`src/rtl/vec_mem_pkg.sv`:
```
// Shared types and constants for the vector MEM-stage sequencer.
// The optional stall counter is enabled with VEC_MEM_STALL_COUNT_EN.
package vec_mem_pkg;

  localparam int LANES  = 16;
  localparam int ELEM_W = 16;
  localparam int ADDR_W = 19;
  localparam int IDX_W  = 4;

  typedef logic [LANES-1:0][ELEM_W-1:0] vec_t;

  typedef enum logic [2:0] {
    IDLE,
    STORE,
    LOAD,
    DRAIN,
    DONE
  } vms_state_t;

endpackage

```
`src/rtl/vec_lane_counter.sv`:
```
// Lane index counter: 0..LANES-1 with synchronous clear, count enable and
// a terminal-count flag on the last lane.
module vec_lane_counter
  import vec_mem_pkg::*;
(
  input  logic             clk,
  input  logic             rst,
  input  logic             clr,
  input  logic             en,
  output logic [IDX_W-1:0] idx,
  output logic             tc
);

  always_ff @(posedge clk or negedge rst) begin
    if (!rst) begin
      idx <= '0;
    end else if (clr) begin
      idx <= '0;
    end else if (en) begin
      idx <= idx + IDX_W'(1);
    end
  end

  assign tc = (idx == IDX_W'(LANES - 1));

endmodule

```
`src/rtl/vec_mem_sequencer.sv`:
```
// MEM-stage controller: serialises vector stores and gathers vector loads
// over a 16-bit RAM port, stalling the pipeline meanwhile.
// Define VEC_MEM_STALL_COUNT_EN to add the saturating stall_cycles output.
//
// Handshake: a request is accepted in IDLE in the same cycle a start_* is
// high (stall rises combinationally that cycle); the result is presented for
// exactly one cycle in DONE, where start_* is ignored.
module vec_mem_sequencer
  import vec_mem_pkg::*;
#(
  parameter int RD_LAT = 1
) (
  input  logic              clk,
  input  logic              rst,
  input  logic              start_load,
  input  logic              start_store,
  input  logic [ADDR_W-1:0] base_addr,
  input  logic [4:0]        rd_in,
  input  vec_t              store_vec,
  input  logic [ELEM_W-1:0] mem_rdata,
  output logic [ADDR_W-1:0] mem_addr,
  output logic [ELEM_W-1:0] mem_wdata,
  output logic              mem_wren,
  output logic              stall,
  output logic              busy,
  output logic              load_valid,
  output vec_t              load_vec,
  output logic [4:0]        load_rd,
  output vms_state_t        dbg_state
`ifdef VEC_MEM_STALL_COUNT_EN
  ,
  output logic [ADDR_W-1:0] stall_cycles
`endif
);

  vms_state_t        state, nxt_state;
  logic [ADDR_W-1:0] base_q;
  vec_t              store_q;
  logic [4:0]        rd_q;
  logic              op_load_q;
  vec_t              gather_q, gather_nxt;
  logic [ADDR_W-1:0] addr_hold;
  logic [ELEM_W-1:0] wdata_hold;
  logic [RD_LAT-1:0] cap_pipe;

  logic [IDX_W-1:0]  iss_idx, cap_idx;
  logic              iss_tc, cap_tc;
  logic              issue_en, cap_en, last_cap, start_seen;
  logic [ADDR_W-1:0] iss_addr;

  assign start_seen = (state == IDLE) && (start_store || start_load);
  assign issue_en   = (state == STORE) || (state == LOAD);
  assign iss_addr   = base_q + ADDR_W'(iss_idx);
  // A read issued in LOAD returns RD_LAT cycles later; the pipe tracks which
  // cycles carry valid return data.
  assign cap_en     = cap_pipe[RD_LAT-1];
  assign last_cap   = cap_en && cap_tc;

  vec_lane_counter u_issue_cnt (
    .clk (clk),
    .rst (rst),
    .clr (state == IDLE),
    .en  (issue_en),
    .idx (iss_idx),
    .tc  (iss_tc)
  );

  vec_lane_counter u_capture_cnt (
    .clk (clk),
    .rst (rst),
    .clr (state == IDLE),
    .en  (cap_en),
    .idx (cap_idx),
    .tc  (cap_tc)
  );

  always_ff @(posedge clk or negedge rst) begin
    if (!rst) begin
      state <= IDLE;
    end else begin
      state <= nxt_state;
    end
  end

  always_comb begin
    nxt_state = state;
    case (state)
      IDLE: begin
        if (start_store) begin
          nxt_state = STORE;
        end else if (start_load) begin
          nxt_state = LOAD;
        end
      end
      STORE: if (iss_tc) nxt_state = DONE;
      LOAD:  if (iss_tc) nxt_state = DRAIN;
      DRAIN: if (last_cap) nxt_state = DONE;
      DONE:  nxt_state = IDLE;
      default: nxt_state = IDLE;
    endcase
  end

  always_comb begin
    gather_nxt = gather_q;
    if (cap_en) begin
      gather_nxt[cap_idx] = mem_rdata;
    end
  end

  always_ff @(posedge clk or negedge rst) begin
    if (!rst) begin
      base_q     <= '0;
      store_q    <= '0;
      rd_q       <= '0;
      op_load_q  <= 1'b0;
      gather_q   <= '0;
      load_vec   <= '0;
      load_rd    <= '0;
      addr_hold  <= '0;
      wdata_hold <= '0;
      cap_pipe   <= '0;
    end else begin
      if (start_seen) begin
        base_q <= base_addr;
        if (start_store) begin
          store_q   <= store_vec;
          op_load_q <= 1'b0;
        end else begin
          rd_q      <= rd_in;
          op_load_q <= 1'b1;
        end
      end
      cap_pipe <= (cap_pipe << 1) | RD_LAT'(state == LOAD);
      gather_q <= gather_nxt;
      // Publish the whole vector on the final capture so it is stable in DONE.
      if (last_cap) begin
        load_vec <= gather_nxt;
        load_rd  <= rd_q;
      end
      if (issue_en) begin
        addr_hold <= iss_addr;
      end
      if (state == STORE) begin
        wdata_hold <= store_q[iss_idx];
      end
    end
  end

  assign mem_addr   = issue_en ? iss_addr : addr_hold;
  assign mem_wdata  = (state == STORE) ? store_q[iss_idx] : wdata_hold;
  assign mem_wren   = (state == STORE);
  assign stall      = start_seen || issue_en || (state == DRAIN);
  assign busy       = (state != IDLE);
  assign load_valid = (state == DONE) && op_load_q;
  assign dbg_state  = state;

`ifdef VEC_MEM_STALL_COUNT_EN
  always_ff @(posedge clk or negedge rst) begin
    if (!rst) begin
      stall_cycles <= '0;
    end else if (stall && (stall_cycles != '1)) begin
      stall_cycles <= stall_cycles + ADDR_W'(1);
    end
  end
`endif

endmodule

```
`config.mk`:
```
export PLATFORM = sky130hd
export DESIGN_NAME = vec_mem_sequencer
export DESIGN_NICKNAME = d
export VERILOG_FILES = /design/src/rtl/vec_mem_pkg.sv /design/src/rtl/vec_lane_counter.sv /design/src/rtl/vec_mem_sequencer.sv
export SDC_FILE = /design/constraint.sdc
export NUM_CORES = 1
export LEC_CHECK = 0
export CAP_MARGIN = 20
export CORE_MARGIN = 2
export CORE_UTILIZATION = 57
export DETAILED_ROUTE_END_ITERATION = 8
export PLACE_DENSITY_LB_ADDON = 0.05
export SYNTH_ARGS = -nofsm -noshare
export SYNTH_HDL_FRONTEND = slang
export SYNTH_SLANG_ARGS = --single-unit
```
`constraint.sdc`:
```
create_clock -name clk -period 5.5 [get_ports clk]
set_input_delay 0.55 -clock clk [delete_from_list [all_inputs] [get_ports clk]]
set_output_delay 0.55 -clock clk [all_outputs]
set_load 0.005 [all_outputs]
```
# Word-level counts from Yosys, hierarchy flattened
# Index checks and enable logic that the tools add are counted.
[classes] n_bitwise=1 n_eq_ne=10 n_addsub=3 n_lt_le_gt_ge=3 mux=19 n_reduce_logical=15
[ops] cell="$bwmux W256" n=1
[ops] cell="$mux W256" n=1
[ops] cell="$bmux W16 S4" n=1
[ops] cell="$demux W16 S4" n=1
[ops] cell="$mux W16" n=3
[ops] cell="$add A19 B4 Y19" n=1
[ops] cell="$mux W19" n=1
[ops] cell="$mux W4" n=4
[ops] cell="$mux W3" n=5
[ops] cell="$pmux W3 S4" n=1
[ops] cell="$lt A4 B5 Y1 const B" n=2
[ops] cell="$add A4 B1 Y4 const B" n=2
[ops] cell="$eq A4 B4 Y1 const B" n=2
[ops] cell="$eq A3 B2 Y1 const B" n=2
[ops] cell="$ge A4 B1 Y1 const B" n=1
[ops] cell="$logic_and A1 B1 Y1" n=4
[ops] cell="$logic_or A1 B1 Y1" n=4
[ops] cell="$ne A2 B2 Y1 const B" n=2
[ops] cell="$reduce_and A2 Y1" n=2
[ops] cell="$reduce_and A4 Y1" n=1
[ops] cell="$reduce_bool A2 Y1" n=2
[ops] cell="$eq A3 B1 Y1 const B" n=1
[ops] cell="$eq A3 B3 Y1 const B" n=1
[ops] cell="$logic_not A3 Y1" n=1
[ops] cell="5 further kinds" n=5
[word_totals] in_bits=300 regBits=845 word_cells=109 output_inout_bits=303

# Longest topological paths before layout
# Gate-level depths: netlist of the first run.
[logic_depth] word_depth=6 depth_mapped=8 depth_no_buf=7

# By module
# From an unflattened synthesis of the first run, not the netlist that was laid out.
[unflattened] cells_unflattened=2112 area_unflattened_um2=34028.9
[modules_own_cells] module="vec_mem_sequencer" area_per_inst_um2=33631.0 n_inst=1 seq_area_each_um2=20945.1 cells_each=2078
[modules_own_cells] module="vec_lane_counter" area_per_inst_um2=198.9 n_inst=2 seq_area_each_um2=100.1 cells_each=17

# Least setup slack after synthesis of the first run
# Ideal clock, no wire load.
[synth_path] path_type="register -> output" startpoint="register u_issue_cnt.idx[0]" endpoint="output port mem_addr[12]" required_ns=4.950 path_buffers=1 path_stages_with_launch=9 slack_ns=2.878 arrival_ns=2.072 cell_sequence="dfrtp_1 > ha_1 > inv_1 > fa_1 > nand2b_1 > a211o_1 > clkbuf_1 > or3_1 > a31oi_1"
[synth_via] elab_chain_cells=2
[synth_lines] item="start, declared" line="vec_lane_counter.sv:10" text="output logic [IDX_W-1:0] idx,"
[synth_lines] item="start signal, assigned" line="vec_lane_counter.sv:20" text="idx <= idx + IDX_W'(1);"
[synth_lines] item="$add A19 B4 Y19" line="vec_mem_sequencer.sv:53" text="assign iss_addr = base_q + ADDR_W'(iss_idx);"
[synth_lines] item="$mux W19"
[synth_lines] item="end, declared" line="vec_mem_sequencer.sv:21" text="output logic [ADDR_W-1:0] mem_addr,"
# Every way passes these cells.

# Final worst setup path of the first run
[layout_path] startpoint="register u_issue_cnt.idx[0]" endpoint="output port mem_addr[18]"
# The elaborated chain is that of the path after synthesis.

==> results of run 1 <==
[path summary, 6_finish.rpt]
path                                     from             to  slack (ns)  cells past startpoint
hold / removal                            rst  load_vec[135]       -0.05                      1
setup reg to reg                       cap_en  load_vec[164]        2.40                      6
setup / recovery           u_issue_cnt.idx[0]   mem_addr[18]        0.93                      8
min in group clk                gather_q[121]  load_vec[121]        0.46                      2
hold reg to reg                 gather_q[121]  load_vec[121]        0.46                      2
max in group asynchronous                 rst  gather_q[207]        4.13                      2
[cells in the final DEF (no fill, tap or decap), types with 5 or more instances in the layout]
cell type        count
xnor2_1              7
a31oi_1             10
or4_1                7
nand4_1              5
diode_2             11
dfrtp_1            827
inv_1                9
a21oi_1              7
nand3_1             17
nand2_1            479
mux2_1              17
clkbuf_8            16
nor2_1              28
ha_1                 9
clkbuf_16           83
o211ai_1            17
mux4_2              53
o21ai_0             16
buf_4               18
mux2i_1             28
mux2_4               5
clkbuf_1            21
nand3_2              5
clkdlybuf4s50_1    601
mux2_2             611
or3_1                7
a22oi_1             24
buf_12               7
clkinv_2            15
[power breakdown]
part           leakage (nW)  switching (W)  internal [W]  total, W
combinational          7.56        0.00363       0.00508   0.00871
clock                  1.29        0.00230       0.00318   0.00548
sequential             10.1        0.00163       0.00896    0.0106
[cells by family (layout without fill, tap and decap cells)]
kind of cell             Yosys count  count (layout)  share of synthesized area [%]
AND/OR/NAND/NOR                  584             584                          7.337
other                              0              11                              0
XOR/XNOR                          11              11                         0.2865
adder cells (fa/ha/maj)           10              10                         0.3944
AO/OA/AOI/OAI                     90              90                          1.827
buffers and inverters            158             782                          2.835
flip-flops                       829             829                          61.69
multiplexers                     714             714                          25.63
[worst max-delay path, stage by stage (launching register included)]
cell and delay [ns]:
dfrtp_4 0.77, ha_1 0.29, inv_1 0.07, fa_1 0.41, nand2b_1 0.20, a211o_1 0.40, or4_1 0.44, a31oi_1 0.26
clkdlybuf4s50_1 0.54
[cells in the mapped netlist, types with 3 or more instances]
library cell | instances | share of area [%]
or3_1 | 7 | 0.13
nor3_1 | 4 | 0.060
buf_4 | 16 | 0.36
xor2_1 | 4 | 0.10
ha_1 | 9 | 0.33
mux2i_1 | 28 | 0.83
inv_1 | 9 | 0.10
dfrtp_1 | 829 | 62
nor2b_1 | 4 | 0.074
a22oi_1 | 24 | 0.54
xnor2_1 | 7 | 0.18
and3_1 | 3 | 0.056
clkbuf_1 | 44 | 0.49
buf_2 | 54 | 0.80
buf_6 | 31 | 1.0
mux4_2 | 53 | 3.5
nand3_2 | 5 | 0.15
mux2_4 | 5 | 0.22
o31ai_1 | 4 | 0.089
nand2_1 | 479 | 5.3
buf_1 | 3 | 0.033
o21ai_0 | 16 | 0.24
a211oi_1 | 3 | 0.067
nand4_1 | 5 | 0.093
mux2_2 | 611 | 20
or4_1 | 7 | 0.16
o211ai_1 | 17 | 0.38
a21oi_1 | 7 | 0.10
mux2_1 | 17 | 0.57
nand4_2 | 3 | 0.11
nor2_1 | 28 | 0.31
nand3_1 | 17 | 0.25
a31oi_1 | 10 | 0.19
[sequential cells by signal, summed over array words and instances, names as in the netlist, 4 cells and up]
signal,flops
addr_hold,19
base_q,19
gather_q,240
load_rd,5
load_vec,256
rd_q,5
store_q,256
u_capture_cnt.idx,4
u_issue_cnt.idx,4
wdata_hold,16
[area by class of cell]
class / instances / area share [%]
antenna: 11 / 0.06446
clock inverter: 23 / 0.5362
sequential: 829 / 48.59
clock buffer: 120 / 5.564
inverter: 10 / 0.08790
multi-input combinational: 1409 / 28.03
tap: 773 / 2.265
timing repair buffer: 629 / 14.86
[per-stage QoR]
stage | instances | power [W]
2_1_floorplan | 2396 | 0.01500
3_3_place_gp | 3648 | 0.01901
3_5_place_dp | 3649 | 0.01941
4_1_cts | 3792 | 0.02495
5_1_grt | 3798 | 0.02612
6_report | 3804 | 0.02477
[metal layers]
metal	part of all wire, %	GRT usage [%]	vias to the layer above
met5	0.16	0	-
met4	4.0	12.31	24
met3	7.6	8.487	197
met2	51	51.52	700
met1	37	37.39	11112
li1	-	-	9456
==> impl_metrics.env, run 1 <==
export IMPL_status="finished, violations left"
export IMPL_violations="negative hold slack"
export IMPL_clockBufferDepth=3
export IMPL_avgSynthCellArea_um2=14.04
export IMPL_chipWidth_um=246.9
export IMPL_fin_crit_ns=4.567
export IMPL_ys_seq_elements=829
export IMPL_synth_warnings=0
export IMPL_dr_pass1_iters=5
export IMPL_timing_fmax_ghz=0.2190
export IMPL_io_pins=603
export IMPL_portBuffers=602
export IMPL_worstSetupPathType="reg -> out"
export IMPL_die_area_mm2=0.06096
export IMPL_fin_skew_ns=0.01017
export IMPL_grt_max_degree=143
export IMPL_relSlewSlack_pct=23.38
export IMPL_synth_distinct_cells=57
export IMPL_grt_pass1_wl_um=138200
export IMPL_hp_class="in -> async"
export IMPL_ir_drop_uv=335.3
export IMPL_cts_root_buffer="clkbuf_16"
export IMPL_crit_path_start_kind="flop"
export IMPL_rsz0062_at_grt="false"
export IMPL_cp_max_fo=30
export IMPL_hold_violations=22
export IMPL_core_region_area_mm2=0.05869
export IMPL_fin_nets=3272
export IMPL_cts_max_level=3
export IMPL_drtIter0Drc=1506
export IMPL_synthesis_nets=2706
export IMPL_cts_tree="done"
export IMPL_post_route_util_pct=72.76
export IMPL_multiInputGateArea_mm2=0.01197
export IMPL_vias_per_cell=5.649
export IMPL_drt_total_wl_um=92270
export IMPL_p_per_area_mw_per_mm2=580.1
export IMPL_route_detailed_drc=0
export IMPL_power_leakage_nw=18.93
export IMPL_gp_congestion=0.9043
export IMPL_dp_hpwl_um=65280
export IMPL_antenna_found_initial=21
export IMPL_seqCellArea_mm2=0.02075
export IMPL_die_h_um=246.9
export IMPL_postCtsResizedCells=0
export IMPL_fillers=3941
export IMPL_synth_edf_count=0
export IMPL_initial_core_util_pct=57.31
export IMPL_clock_latency_ns=0.62
export IMPL_worst_hold_slack_ns=-0.04724
export IMPL_setup_ws_ns=0.9334
export IMPL_wl_per_cell_um=24.26
export IMPL_maxCapViolations=0
export IMPL_cts_num_sinks=829
export IMPL_num_rows=89
export IMPL_syn_inst=2396
export IMPL_finalSetupViolations=0
export IMPL_worst_slew_pin_slew_ns=1.146
export IMPL_ys_seq_area_share_pct=61.69
export IMPL_ctsHoldBuffers=0
export IMPL_grt_ovfl_total=0
export IMPL_pre_cts_ws_ns=1.556
export IMPL_place_area_mm2=0.04004
export IMPL_layout_drive_gt1_share_pct=27.81
export IMPL_numCtsBuffers=83
export IMPL_cp_end_kind="primary output"
export IMPL_critPathArrivalTime_ns=4.02
export IMPL_finalInstanceArea_mm2=0.04270
export IMPL_cp_required_ns=4.95
export IMPL_path_clk_slew_ns=0.06
export IMPL_syn_area_mm2=0.03363
export IMPL_grt_pass1_vias=22284
export IMPL_ant_nets=0
export IMPL_min_period_over_period_pct=83.03
export IMPL_post_cts_setup_buffers=0
export IMPL_synth_flop_cell="dfrtp_1"
export IMPL_async_reset_ff_share_pct=100.0
export IMPL_track_usage_pct=30.59
export IMPL_finalMaxSlewViolations=0
export IMPL_area_growth_pct=26.97
export IMPL_tns_ns=0
export IMPL_route_vias_total=21489
(Power assumes the default switching activity.)
==> inputs of run 2 (changes only) <==
- CORE_UTILIZATION: 57 -> 48
- clock period: 5.5 -> 4.04 ns (I/O delays scaled with it)
==> impl_metrics.env, run 2 (synthesis gave the netlist of run 1 again) <==
export IMPL_finalInstanceArea_mm2=0.04349
export IMPL_path_clk_slew_ns=0.06
export IMPL_power_leakage_nw=19.22
export IMPL_reg_top3="load_vec x256, store_q x256, gather_q x240"
export IMPL_cp_end_kind="primary output"
export IMPL_hold_violations=0
export IMPL_seqCellArea_mm2=0.02075
export IMPL_cts_max_level=3
export IMPL_tns_ns=0
export IMPL_place_area_mm2=0.04049
export IMPL_fin_crit_ns=3.915
export IMPL_grt_ovfl_total=0
export IMPL_wl_per_cell_um=23.92
export IMPL_hold_start="base_addr[17]"
export IMPL_multiInputGateArea_mm2=0.01197
export IMPL_min_path_cells=3
export IMPL_layout_common_cells="dfrtp_1 (827), mux2_2 (611), clkdlybuf4s50_1 (601), nand2_1 (479), clkbuf_16 (91)"
export IMPL_numCtsBuffers=88
export IMPL_drt_total_wl_um=95790
export IMPL_finalSetupViolations=0
export IMPL_relSlewSlack_pct=22.70
export IMPL_antenna_found_initial=19
export IMPL_cp_max_fo=12
export IMPL_clockBufferDepth=3
export IMPL_cp_required_ns=3.64
export IMPL_min_period_over_period_pct=96.91
export IMPL_crit_path_start_kind="flop"
export IMPL_grt_pass1_vias=22368
export IMPL_worstSetupPathType="reg -> out"
export IMPL_route_vias_total=21486
export IMPL_timing_rr_end="load_vec[125]"
export IMPL_core_region_area_mm2=0.06966
export IMPL_die_h_um=268.7
export IMPL_maxCapViolations=0
export IMPL_status="complete, no violations"
export IMPL_cts_root_buffer="clkbuf_16"
export IMPL_grt_pass1_wl_um=141900
export IMPL_hp_class="in -> reg"
export IMPL_final_common_cell="dfrtp_1"
export IMPL_io_pins=603
export IMPL_track_usage_pct=26.57
export IMPL_ant_nets=0
export IMPL_vias_per_cell=5.366
export IMPL_fillers=5426
export IMPL_cts_tree="done"
export IMPL_area_growth_pct=29.33
export IMPL_worstReg2RegStart="u_capture_cnt.idx[2]"
export IMPL_dr_pass1_iters=5
export IMPL_route_detailed_drc=0
export IMPL_initial_core_util_pct=48.27
export IMPL_chipWidth_um=268.7
export IMPL_r2r_slack_ns=1.31
export IMPL_timing_fmax_ghz=0.2554
export IMPL_portBuffers=602
export IMPL_grt_max_degree=174
export IMPL_ir_drop_uv=412.3
export IMPL_drtIter0Drc=1714
export IMPL_fin_skew_ns=0.02527
export IMPL_min_to="base_q[17]"
export IMPL_clock_latency_ns=0.63
export IMPL_rsz0062_at_grt="true"
export IMPL_die_area_mm2=0.07219
export IMPL_layout_drive_gt1_share_pct=28.73
export IMPL_gp_congestion=0.9055
export IMPL_num_rows=97
export IMPL_dp_hpwl_um=67610
export IMPL_worst_hold_slack_ns=0.3406
export IMPL_finalMaxSlewViolations=0
export IMPL_worst_slew_pin_slew_ns=1.156
export IMPL_cts_num_sinks=829
export IMPL_p_per_area_mw_per_mm2=790.1
export IMPL_fin_nets=3293
export IMPL_critPathArrivalTime_ns=3.51
export IMPL_reg2regPathDepth=4
[run 2: cell count changes in the layout (fill, tap and decap cells not counted), moves of 3 or more]
cell       delta
buf_12        +8
clkbuf_1      -9
diode_2       +7
inv_6         -3
buf_4         +7
clkbuf_8      +9
clkbuf_16     +8
[run 2: how the worst max path moves through the flow]
stage                       start           end  slack, ns  cells after the start
5_1_grt        u_issue_cnt.idx[0]  mem_addr[18]      -0.02                      8
3_5_place_dp   u_issue_cnt.idx[0]  mem_addr[18]       0.76                      8
2_1_floorplan  u_issue_cnt.idx[0]  mem_addr[12]       1.56                      8
3_3_place_gp   u_issue_cnt.idx[0]  mem_addr[18]       0.79                      8
4_1_cts        u_issue_cnt.idx[0]  mem_addr[18]       0.06                      8
6_report       u_issue_cnt.idx[0]  mem_addr[18]       0.12                      8
[run 2: power by group]
| part | switching (W) | leakage, nW | internal (W) |
|---|---|---|---|
| sequential | 0.00217 | 10.1 | 0.0122 |
| clock | 0.00330 | 1.46 | 0.00488 |
| combinational | 0.00486 | 7.68 | 0.00696 |
| total | 0.0103 | 19.2 | 0.0240 |
[run 2: cell type report]
class	count	share of cell area [%]
multi-input cells	1409	27.52
diodes	18	0.1036
repair buffers	645	15.11
clock inverters	25	0.6386
well taps	940	2.704
clock buffers	128	6.130
inverters	10	0.08630
flip-flops and latches	829	47.71
[run 2: routing by layer]
| metal | vias to the layer above | wire [um] | GRT usage, % |
|---|---|---|---|
| li1 | 9480 | - | - |
| met1 | 11230 | 38360 | 33.76 |
| met2 | 613 | 48910 | 45.53 |
| met3 | 151 | 5710 | 5.616 |
| met4 | 12 | 2731 | 8.679 |
| met5 | - | 83 | 0 |
[run 2: repair_timing]
action | in CTS | in global routing
hold endpoints to repair | 75 | 0
hold buffers | 1 | 0
setup endpoints to repair | 0 | 2
buffers inserted | 0 | 0
resized for setup | 0 | 2
[run 2: worst max-delay path, stage by stage (launching register included)]
cell and delay (ns):
dfrtp_4 0.42, ha_1 0.21, inv_1 0.07, fa_1 0.42, nand2b_1 0.21, a211o_2 0.41, or4_1 0.41, a31oi_1 0.22
clkdlybuf4s50_1 0.54
[run 2: metrics by stage]
stage	util [%]	power (W)	instances	setup slack, ns
2_1_floorplan	-	0.02042	2396	1.564
3_3_place_gp	58.07	0.02592	3830	0.7889
3_5_place_dp	58.13	0.02643	3832	0.7624
4_1_cts	62.37	0.03470	3986	0.06264
5_1_grt	62.41	0.03627	3996	-0.01881
6_report	62.43	0.03437	4004	0.1248
